### config.mk
export PLATFORM = sky130hd
export DESIGN_NAME = nubus_vram_arbiter
export DESIGN_NICKNAME = d
export VERILOG_FILES = /design/src/rtl/nubus_vram_arbiter.sv
export SDC_FILE = /design/constraint.sdc
export NUM_CORES = 1
export LEC_CHECK = 0
export ABC_CLOCK_PERIOD_IN_PS = 6400
export BUFFER_PORTS_ARGS = -buffer_cell sky130_fd_sc_hd__buf_2
export CORE_ASPECT_RATIO = 0.9
export CORE_UTILIZATION = 45
export CTS_BUF_LIST = sky130_fd_sc_hd__clkbuf_16
export CTS_CLUSTER_SIZE = 28
export DETAILED_ROUTE_END_ITERATION = 8
export GPL_TIMING_DRIVEN = 0
export RECOVER_POWER = 100
export SLEW_MARGIN = 10
export SYNTH_ARGS = -nofsm -noshare
export SYNTH_HDL_FRONTEND = slang
export SYNTH_SLANG_ARGS = --single-unit
### constraint.sdc
create_clock -name clk -period 6.4 [get_ports clk]
set_input_delay 1.28 -clock clk [delete_from_list [all_inputs] [get_ports clk]]
set_output_delay 1.28 -clock clk [all_outputs]
set_load 0.1 [all_outputs]
### src/rtl/nubus_vram_arbiter.sv
// nubus_vram_arbiter: sole owner of the SDRAM VRAM port of the NuBus video card.
// Shares the port between CPU single-word accesses and a scanline prefetcher
// that fills a show-ahead FIFO drained at pixel rate.
//
// Ports:
//   clk, reset                      clock, synchronous active-high reset
//   cpu_req/we/addr/wdata           CPU request (level, held until cpu_ack)
//   cpu_rdata, cpu_ack              CPU read data and one-cycle completion
//   vid_start/base/len              start a line fetch (flushes the FIFO)
//   vid_pop, vid_data, vid_empty    FIFO consumer side (show-ahead head)
//   vid_done, vid_underflow         line fully fetched; sticky pop-on-empty
//   mem_addr/dout/din/rd/wr/ready   SDRAM controller handshake
module nubus_vram_arbiter #(
    parameter int unsigned VRAM_WORDS   = 153600,
    parameter int unsigned FIFO_DEPTH   = 16,
    parameter int unsigned URGENT_LVL   = 4,
    parameter int unsigned CPU_MAX_WAIT = 8
) (
    input  logic        clk,
    input  logic        reset,
    input  logic        cpu_req,
    input  logic        cpu_we,
    input  logic [17:0] cpu_addr,
    input  logic [15:0] cpu_wdata,
    output logic [15:0] cpu_rdata,
    output logic        cpu_ack,
    input  logic        vid_start,
    input  logic [17:0] vid_base,
    input  logic [9:0]  vid_len,
    input  logic        vid_pop,
    output logic [15:0] vid_data,
    output logic        vid_empty,
    output logic        vid_done,
    output logic        vid_underflow,
    output logic [24:0] mem_addr,
    output logic [15:0] mem_dout,
    input  logic [15:0] mem_din,
    output logic        mem_rd,
    output logic        mem_wr,
    input  logic        mem_ready
);
    localparam int unsigned PtrW  = $clog2(FIFO_DEPTH);
    localparam int unsigned LvlW  = PtrW + 1;
    localparam int unsigned WaitW = $clog2(CPU_MAX_WAIT + 1);

    localparam logic [18:0]      VramLim  = 19'(VRAM_WORDS);
    localparam logic [LvlW-1:0]  DepthL   = LvlW'(FIFO_DEPTH);
    localparam logic [LvlW-1:0]  UrgentL  = LvlW'(URGENT_LVL);
    localparam logic [WaitW-1:0] MaxWaitL = WaitW'(CPU_MAX_WAIT);

    typedef enum logic [2:0] {StIdle, StCpuRd, StCpuWr, StVidRd, StCpuAck} state_e;

    state_e            state_q;
    logic [17:0]       mem_addr_q;
    logic [15:0]       mem_dout_q;
    logic              mem_rd_q, mem_wr_q;
    logic [15:0]       cpu_rdata_q;
    logic              cpu_ack_q;
    logic              cpu_oor_q;      // latched CPU access lies outside VRAM
    logic [WaitW-1:0]  cpu_wait_q;
    logic [17:0]       vid_ptr_q;
    logic [9:0]        vid_rem_q;
    logic              vid_busy_q;     // a video read is outstanding on SDRAM
    logic              vid_discard_q;  // outstanding video read belongs to a flushed line
    logic              underflow_q;
    logic [15:0]       fifo_q [FIFO_DEPTH];
    logic [PtrW-1:0]   wr_ptr_q, rd_ptr_q;
    logic [LvlW-1:0]   level_q;

    logic              vid_live, vid_want, vid_urgent, grant_vid, grant_cpu;
    logic              cpu_in_range, vid_in_range, mem_done, push, pop_ok;
    logic [15:0]       push_data;
    logic [LvlW-1:0]   level_resv;

    always_comb begin
        // A discarded read will never push, so it holds no FIFO reservation.
        vid_live     = vid_busy_q && !vid_discard_q;
        level_resv   = level_q + LvlW'(vid_live);
        cpu_in_range = {1'b0, cpu_addr} < VramLim;
        vid_in_range = {1'b0, vid_ptr_q} < VramLim;
        // Qualify with our own strobes so a stray ready after reset is ignored.
        mem_done     = mem_ready && (mem_rd_q || mem_wr_q);
        vid_want     = (vid_rem_q != '0) && (level_resv < DepthL) && !vid_start;
        vid_urgent   = vid_want && (level_q < UrgentL) && (cpu_wait_q < MaxWaitL);
        grant_vid    = (state_q == StIdle) && (vid_urgent || (vid_want && !cpu_req));
        grant_cpu    = (state_q == StIdle) && cpu_req && !vid_urgent;
        push         = 1'b0;
        push_data    = '0;
        if (grant_vid && !vid_in_range) begin
            push = 1'b1;  // out-of-range pixel: zero word, no SDRAM access
        end else if (state_q == StVidRd && mem_done && !vid_discard_q && !vid_start) begin
            push      = 1'b1;
            push_data = mem_din;
        end
        pop_ok       = vid_pop && (level_q != '0) && !vid_start;
    end

    always_ff @(posedge clk) begin
        if (reset) begin
            state_q       <= StIdle;
            mem_addr_q    <= '0;
            mem_dout_q    <= '0;
            mem_rd_q      <= 1'b0;
            mem_wr_q      <= 1'b0;
            cpu_rdata_q   <= '0;
            cpu_ack_q     <= 1'b0;
            cpu_oor_q     <= 1'b0;
            cpu_wait_q    <= '0;
            vid_ptr_q     <= '0;
            vid_rem_q     <= '0;
            vid_busy_q    <= 1'b0;
            vid_discard_q <= 1'b0;
            underflow_q   <= 1'b0;
            wr_ptr_q      <= '0;
            rd_ptr_q      <= '0;
            level_q       <= '0;
            for (int unsigned i = 0; i < FIFO_DEPTH; i++) begin
                fifo_q[i] <= '0;
            end
        end else begin
            cpu_ack_q <= 1'b0;
            case (state_q)
                StIdle: begin
                    if (grant_vid) begin
                        vid_ptr_q <= vid_ptr_q + 18'd1;
                        vid_rem_q <= vid_rem_q - 10'd1;
                        if (cpu_req) begin
                            cpu_wait_q <= cpu_wait_q + WaitW'(1);
                        end
                        if (vid_in_range) begin
                            state_q    <= StVidRd;
                            mem_addr_q <= vid_ptr_q;
                            mem_rd_q   <= 1'b1;
                            vid_busy_q <= 1'b1;
                        end
                    end else if (grant_cpu) begin
                        cpu_wait_q <= '0;
                        mem_addr_q <= cpu_addr;
                        mem_dout_q <= cpu_wdata;
                        cpu_oor_q  <= !cpu_in_range;
                        mem_rd_q   <= cpu_in_range && !cpu_we;
                        mem_wr_q   <= cpu_in_range && cpu_we;
                        state_q    <= cpu_we ? StCpuWr : StCpuRd;
                    end
                end
                StCpuRd, StCpuWr: begin
                    if (cpu_oor_q) begin
                        if (state_q == StCpuRd) begin
                            cpu_rdata_q <= '0;
                        end
                        state_q   <= StCpuAck;
                        cpu_ack_q <= 1'b1;
                    end else if (mem_done) begin
                        if (state_q == StCpuRd) begin
                            cpu_rdata_q <= mem_din;
                        end
                        mem_rd_q  <= 1'b0;
                        mem_wr_q  <= 1'b0;
                        state_q   <= StCpuAck;
                        cpu_ack_q <= 1'b1;
                    end
                end
                StVidRd: begin
                    if (mem_done) begin
                        mem_rd_q      <= 1'b0;
                        vid_busy_q    <= 1'b0;
                        vid_discard_q <= 1'b0;
                        state_q       <= StIdle;
                    end
                end
                StCpuAck: state_q <= StIdle;
                default:  state_q <= StIdle;
            endcase

            if (vid_start) begin
                vid_ptr_q     <= vid_base;
                vid_rem_q     <= vid_len;
                wr_ptr_q      <= '0;
                rd_ptr_q      <= '0;
                level_q       <= '0;
                underflow_q   <= 1'b0;
                vid_discard_q <= vid_busy_q && !mem_done;
            end else begin
                if (push) begin
                    fifo_q[wr_ptr_q] <= push_data;
                    wr_ptr_q         <= wr_ptr_q + PtrW'(1);
                end
                if (pop_ok) begin
                    rd_ptr_q <= rd_ptr_q + PtrW'(1);
                end
                if (vid_pop && level_q == '0) begin
                    underflow_q <= 1'b1;
                end
                if (push && !pop_ok) begin
                    level_q <= level_q + LvlW'(1);
                end else if (!push && pop_ok) begin
                    level_q <= level_q - LvlW'(1);
                end
            end
        end
    end

    assign cpu_rdata     = cpu_rdata_q;
    assign cpu_ack       = cpu_ack_q;
    assign vid_data      = fifo_q[rd_ptr_q];
    assign vid_empty     = (level_q == '0);
    assign vid_done      = (vid_rem_q == '0) && !vid_live;
    assign vid_underflow = underflow_q;
    assign mem_addr      = {7'd0, mem_addr_q};
    assign mem_dout      = mem_dout_q;
    assign mem_rd        = mem_rd_q;
    assign mem_wr        = mem_wr_q;
endmodule
==> qor.csv, run 1 <==
metric;value;unit
root_buffer;clkbuf_16;
cts_made_buffers;39;
setup.worst_path.start_class;flip-flop;
totalWireLength;46500;µm
fin_nets;1693;
final.min_clock_period;5360;ps
use_met3;0.0512;
gp_congestion;0.858;
grtUsageTotal;0.249;
ys_types;72;
crit_type;flip-flop to output port;
die_x;205;µm
grt_overflow_total;0;
syn-cell-area;0.0167;mm²
place_area;0.0183;mm²
wl_per_cell;22.1;µm
cts_tree;built;
hp-class;flip-flop to flip-flop;
synth-async-reset-ratio;0;
drtAntennaViolNets;0;
row_count;66;
area_delta_synth_final;13.6;%
slew_headroom;0.191;
vias;11923;
cp_data_arrival_time;4080;ps
drv_slew;0;
synth.top_cells.by_area;edfxtp_1, dfxtp_1, mux4_2, nor2_1, nand2_1;
firstDrtPassIters;5;
hpwl;32900;µm
hold_viol_final;0;
pin_count;164;
cts_max_level;2;
powerDensity;336;mW/mm²
synth.yosys.seq_area_share;0.590;
antenna_found_initial;0;
max-vdd-ir-drop;0.000338;V
finalSetupTns;0;ps
grt_pass1_wl;70400;µm
end_kind;output port;
rsz0062_at_grt;false;
hold_buffers;0;
core_area;0.0363;mm²
met2_usage;0.386;
clkLatencyLatePin;540;ps
grt-busiest-layer;met2;
worstMarginPinSlew;1220;ps
final_core_util;0.523;
cts_setup_buffers;0;
port_buffers;154;
finClkSkew;15.1;ps
drt_iter0_markers;1232;
n_antenna_cell;0;
global_route.usage.met1;0.360;
dieArea;0.0379;mm²
final_cell_area;0.0190;mm²
path_max_fanout;10;
start_util;0.460;
die_height;185;µm
period_share;0.837;
r2r_slack;1900;ps
max_cap_violations;0;
fill_cells;3248;
syn-instance-count;1382;
synth_top_area_share;0.460;
synth_warnings;0;
ys_seq_elements;365;
postCtsResizedCells;0;
yosysTopAreaCell;edfxtp_1;
grt_max_degree;17;
clkSinkCount;365;
cts.clk_slew.worst_paths;60;ps
drive_gt1_frac;0.160;
synth_edf_count;256;
clk_path_buf_depth;3;
drt-vias-per-instance;5.68;
leakage;6.12;nW
clock.fmax;0.187;GHz
drc;0;
synth.avg_cell_area;12.1;µm²
setup_viol;0;
outcome;finished, final reports clean;
critPathRequiredTime;5120;ps
synth_ff_type;edfxtp_1;
power;0.00639;W
grt_pass1_vias;11629;
[kinds of logic after synthesis]
kind of cell    synth area share
compound gates            0.0738
xor+xnor                 0.00838
fa+ha+maj                 0.0102
buf+inv                   0.0437
flops                      0.590
mux                        0.116
other cells             0.000224
simple gates               0.157
[stage by stage]
stage	instances	worst slack, ps	hold WS, ps
after floorplan	1388	2120	441
after global placement	2018	1200	437
after detailed placement	2030	1600	441
after CTS	2100	1220	452
after global routing	2100	884	466
final	2100	1040	452
[path summary, 6_finish.rpt]
| kind | from | end | cells past startpoint |
|---|---|---|---|
| hold reg to reg | cpu_rdata[13] | cpu_rdata[13] | 2 |
| setup reg to reg | vid_rem_q[3] | level_q[4] | 15 |
| hold / removal | cpu_rdata[13] | cpu_rdata[13] | 2 |
| setup / recovery | flip-flop | vid_data[9] | 5 |
[cell usage in the layout (no fill, tap or decap), drive strengths merged, types with 10 or more instances in the layout]
master,instances
mux4,80
ha,12
inv,31
or3,13
nand2b,10
mux2i,14
nand2,143
o21ai,13
nor3,19
clkbuf,205
edfxtp,256
nand3,19
a211oi,27
buf,106
dfxtp,109
nand3b,20
xnor2,10
nor4,10
o21bai,14
nor2,319
a21oi,79
[sequential cells by signal, summed over array words and instances (netlist names), 3 cells and up, named ones only]
name        cells
fifo_q        256
mem_dout       16
vid_ptr_q      18
cpu_wait_q      4
rd_ptr_q        4
state_q         3
cpu_rdata      16
vid_rem_q      10
level_q         5
wr_ptr_q        4
mem_addr_q     18
[routing by layer]
layer  vias to the layer above  part of all wire  wire (µm)
met5                         -                 0          0
met4                         0             0.017        806
met3                        60             0.095       4400
met2                       561              0.45      20900
met1                      5859              0.44      20400
li1                       5443                 -          -
[final cells by class]
cell class                 instances  area, µm²  area share
buffer                           104        440      0.0232
clock buffer                      41       1030      0.0540
clock inverter                    29        210      0.0111
inverter                          17       65.1     0.00343
multi-input combinational        902       6060       0.319
sequential                       365       9870       0.520
tap                              476        596      0.0314
timing repair buffer             166        727      0.0383
[synth_stat cells (3+ instances only)]
cell type and number:
nand2_1 142, clkbuf_1 46, a211oi_1 16, nand2b_1 10
o311ai_0 4, a21oi_1 78, o21ai_0 9, or4_1 3
buf_1 8, nor2_1 318, buf_6 27, xor2_1 6
xnor2_1 10, and3_1 5, mux4_2 80, nand3_4 4
inv_1 16, nor3_1 18, buf_4 13, nand4_1 3
nor4_1 10, buf_2 9, dfxtp_1 109, o22ai_1 5
mux2i_1 14, o21ai_1 4, a31oi_1 8, a211oi_2 11
ha_1 12, or3_1 13, nand3b_1 20, o21a_1 3
or2_2 7, edfxtp_1 256, a22oi_1 3, a31o_2 5
o21bai_1 14, nand3_1 15, nor2b_1 6
[worst max-delay path: stages (launching register included)]
cell and delay, ps:
dfxtp_1 300, clkbuf_1 580, clkbuf_1 910, mux4_2 690
mux4_2 520, clkbuf_1 530
[power breakdown]
part,leakage (nW),switching (W),internal (W)
Sequential,3.41,0.0000839,0.00269
Clock,0.649,0.000929,0.00128
Combinational,2.06,0.00109,0.000316
Power figures use the tool's default switching activity.
==> run 2: changes to the inputs <==
--- a/config.mk
+++ b/config.mk
@@ -5,7 +5,7 @@
 export SDC_FILE = /design/constraint.sdc
 export NUM_CORES = 1
 export LEC_CHECK = 0
-export ABC_CLOCK_PERIOD_IN_PS = 6400
+export ABC_CLOCK_PERIOD_IN_PS = 4800
 export BUFFER_PORTS_ARGS = -buffer_cell sky130_fd_sc_hd__buf_2
 export CORE_ASPECT_RATIO = 0.9
 export CORE_UTILIZATION = 45
@@ -13,6 +13,7 @@
 export CTS_CLUSTER_SIZE = 28
 export DETAILED_ROUTE_END_ITERATION = 8
 export GPL_TIMING_DRIVEN = 0
+export PLACE_DENSITY = 0.66
 export RECOVER_POWER = 100
 export SLEW_MARGIN = 10
 export SYNTH_ARGS = -nofsm -noshare
==> constraint.sdc (replaced) <==
create_clock -name clk -period 4.8 [get_ports clk]
set_input_delay 0.96 -clock clk [delete_from_list [all_inputs] [get_ports clk]]
set_output_delay 0.96 -clock clk [all_outputs]
set_load 0.1 [all_outputs]
==> qor.csv, run 2 (synthesis gave the netlist of run 1 again) <==
metric;value;unit;change
outcome;finished, final reports clean;;
die_x;205;µm;unchanged
grt_max_degree;17;;unchanged
clkSinkCount;365;;unchanged
core_area;0.0363;mm²;unchanged
drt_iter0_markers;1218;;-1.1%
largest_reg_flops;256;;unchanged
cts_max_level;2;;unchanged
power;0.00842;W;+32%
cts_setup_buffers;0;;unchanged
gp_congestion;0.850;;-0.85%
cp_data_arrival_time;3590;ps;-490 ps
cts_tree;built;;
dieArea;0.0379;mm²;unchanged
finClkSkew;26.5;ps;+11.4 ps
fill_cells;3326;;+2.4%
clk_path_buf_depth;3;;unchanged
final_cells;2102;;+0.095%
hold_buffers;0;;unchanged
largest-register;fifo_q;;
port_buffers;154;;unchanged
reg.largest.list;fifo_q: 256 flops, mem_addr_q: 18 flops, vid_ptr_q: 18 flops;;
grtUsageTotal;0.249;;about the same
pre_cts_slack;381;ps;-1220 ps
powerDensity;444;mW/mm²;+32%
fin_nets;1693;;unchanged
path_max_fanout;10;;unchanged
max_cap_violations;0;;unchanged
clock.fmax;0.220;GHz;
crit_type;flip-flop to output port;;
firstDrtPassIters;5;;unchanged
wl_per_cell;22.1;µm;-0.19%
setup_viol;0;;unchanged
finalSetupTns;0;ps;unchanged
worstMarginPinSlew;1230;ps;+7.43 ps
rsz0062_at_grt;false;;
die_height;185;µm;unchanged
seq_power_share;0.439;;+0.005
max-vdd-ir-drop;0.000371;V;+9.5%
hpwl;33100;µm;+0.50%
final.min_clock_period;4550;ps;
period_share;0.948;;
drt-vias-per-instance;5.70;;+0.38%
drc;0;;unchanged
cts.clk_slew.worst_paths;60;ps;about the same
switchingPower;0.00279;W;+33%
critPathRequiredTime;3840;ps;-1280 ps
clkLatencyLatePin;540;ps;about the same
vias;11980;;+0.48%
dp_cells;2030;;unchanged
layout_common_cells;nor2_1, edfxtp_1, clkbuf_1, nand2_1, dfxtp_1;;
hold_viol_final;0;;unchanged
drv_slew;0;;unchanged
grt_overflow_total;0;;unchanged
root_buffer;clkbuf_16;;
area_delta_synth_final;13.5;%;about the same
row_count;66;;unchanged
power_frac_comb;0.222;;+0.002
totalWireLength;46500;µm;about the same
drive_gt1_frac;0.172;;+0.0122
grt_pass1_vias;11931;;+2.6%
slew_headroom;0.186;;-0.00493
start_util;0.460;;unchanged
p_sw_frac;0.331;;+0.00180
end_kind;output port;;
drtAntennaViolNets;0;;unchanged
final_common_cell;nor2_1;;
cts_made_buffers;39;;unchanged
leakage;6.18;nW;+0.98%
final_core_util;0.522;;about the same
antenna_found_initial;1;;+1
power.internal;0.00563;W;+31%
clkPwrFrac;0.339;;-0.006
fin_ws;248;ps;-793 ps
hp-class;flip-flop to flip-flop;;
grt_pass1_wl;70200;µm;-0.24%
pin_count;164;;unchanged
setup.worst_path.start_class;flip-flop;;
-- run 2: cell types whose count changed in the layout (fill, tap and decap cells not counted), sizes merged --
cell           change
buf                +5
bufinv             -2
clkbuf             -5
clkdlybuf4s15      +1
clkinv             +1
clkinvlp           -3
diode              +1
inv                +4
-- run 2: worst paths after layout --
path	slack, ps	startpoint	cells past startpoint	end
setup / recovery	250	flip-flop	5	vid_data[8]
hold / removal	460	mem_dout[1]	2	mem_dout[1]
setup reg to reg	610	vid_rem_q[3]	15	level_q[4]
hold reg to reg	460	mem_dout[1]	2	mem_dout[1]
-- run 2: layer usage --
layer	GRT usage	up-vias	share of wire
li1	-	5434	-
met1	0.341	5877	0.41
met2	0.396	581	0.47
met3	0.0574	88	0.098
met4	0.0738	0	0.023
met5	0	-	0
-- run 2: layout make-up --
class | instances | area [µm²] | share of cell area
clock buffer | 42 | 1050 | 0.0554
tap | 476 | 596 | 0.0314
multi-input combinational | 902 | 6050 | 0.319
timing repair buffer | 166 | 744 | 0.0392
clock inverter | 29 | 144 | 0.00758
sequential | 365 | 9870 | 0.520
antenna | 1 | 2.50 | 0.000132
inverter | 17 | 65.1 | 0.00343
buffer | 104 | 457 | 0.0241
-- run 2: worst max-delay path: stages (launching register included) --
cell and delay (ps):
dfxtp_1 300, clkbuf_1 580, clkbuf_1 720, mux4_2 650, mux4_2 480, buf_2 310
-- run 2: metrics by stage --
step / hold WS, ps / area, µm²
6_report: 456 / 19000
3_3_place_gp: 436 / 18100
4_1_cts: 454 / 19500
2_1_floorplan: 441 / 16700
5_1_grt: 474 / 19000
3_5_place_dp: 445 / 18300
-- run 2: power by group through the flow --
stage | combinational [W] | sequential (W) | clock (W)
2_1_floorplan | 0.000883 | 0.00437 | 0
3_3_place_gp | 0.00192 | 0.00375 | 0
3_5_place_dp | 0.00195 | 0.00376 | 0
4_1_cts | 0.00196 | 0.00370 | 0.00289
5_1_grt | 0.00197 | 0.00373 | 0.00300
6_report | 0.00187 | 0.00370 | 0.00285
-- run 2: timing repair --
| action | CTS | global route |
|---|---|---|
| resized for setup | 2 | 8 |
| endpoints found under the setup margin | 2 | 14 |
| pin swaps | 0 | 0 |
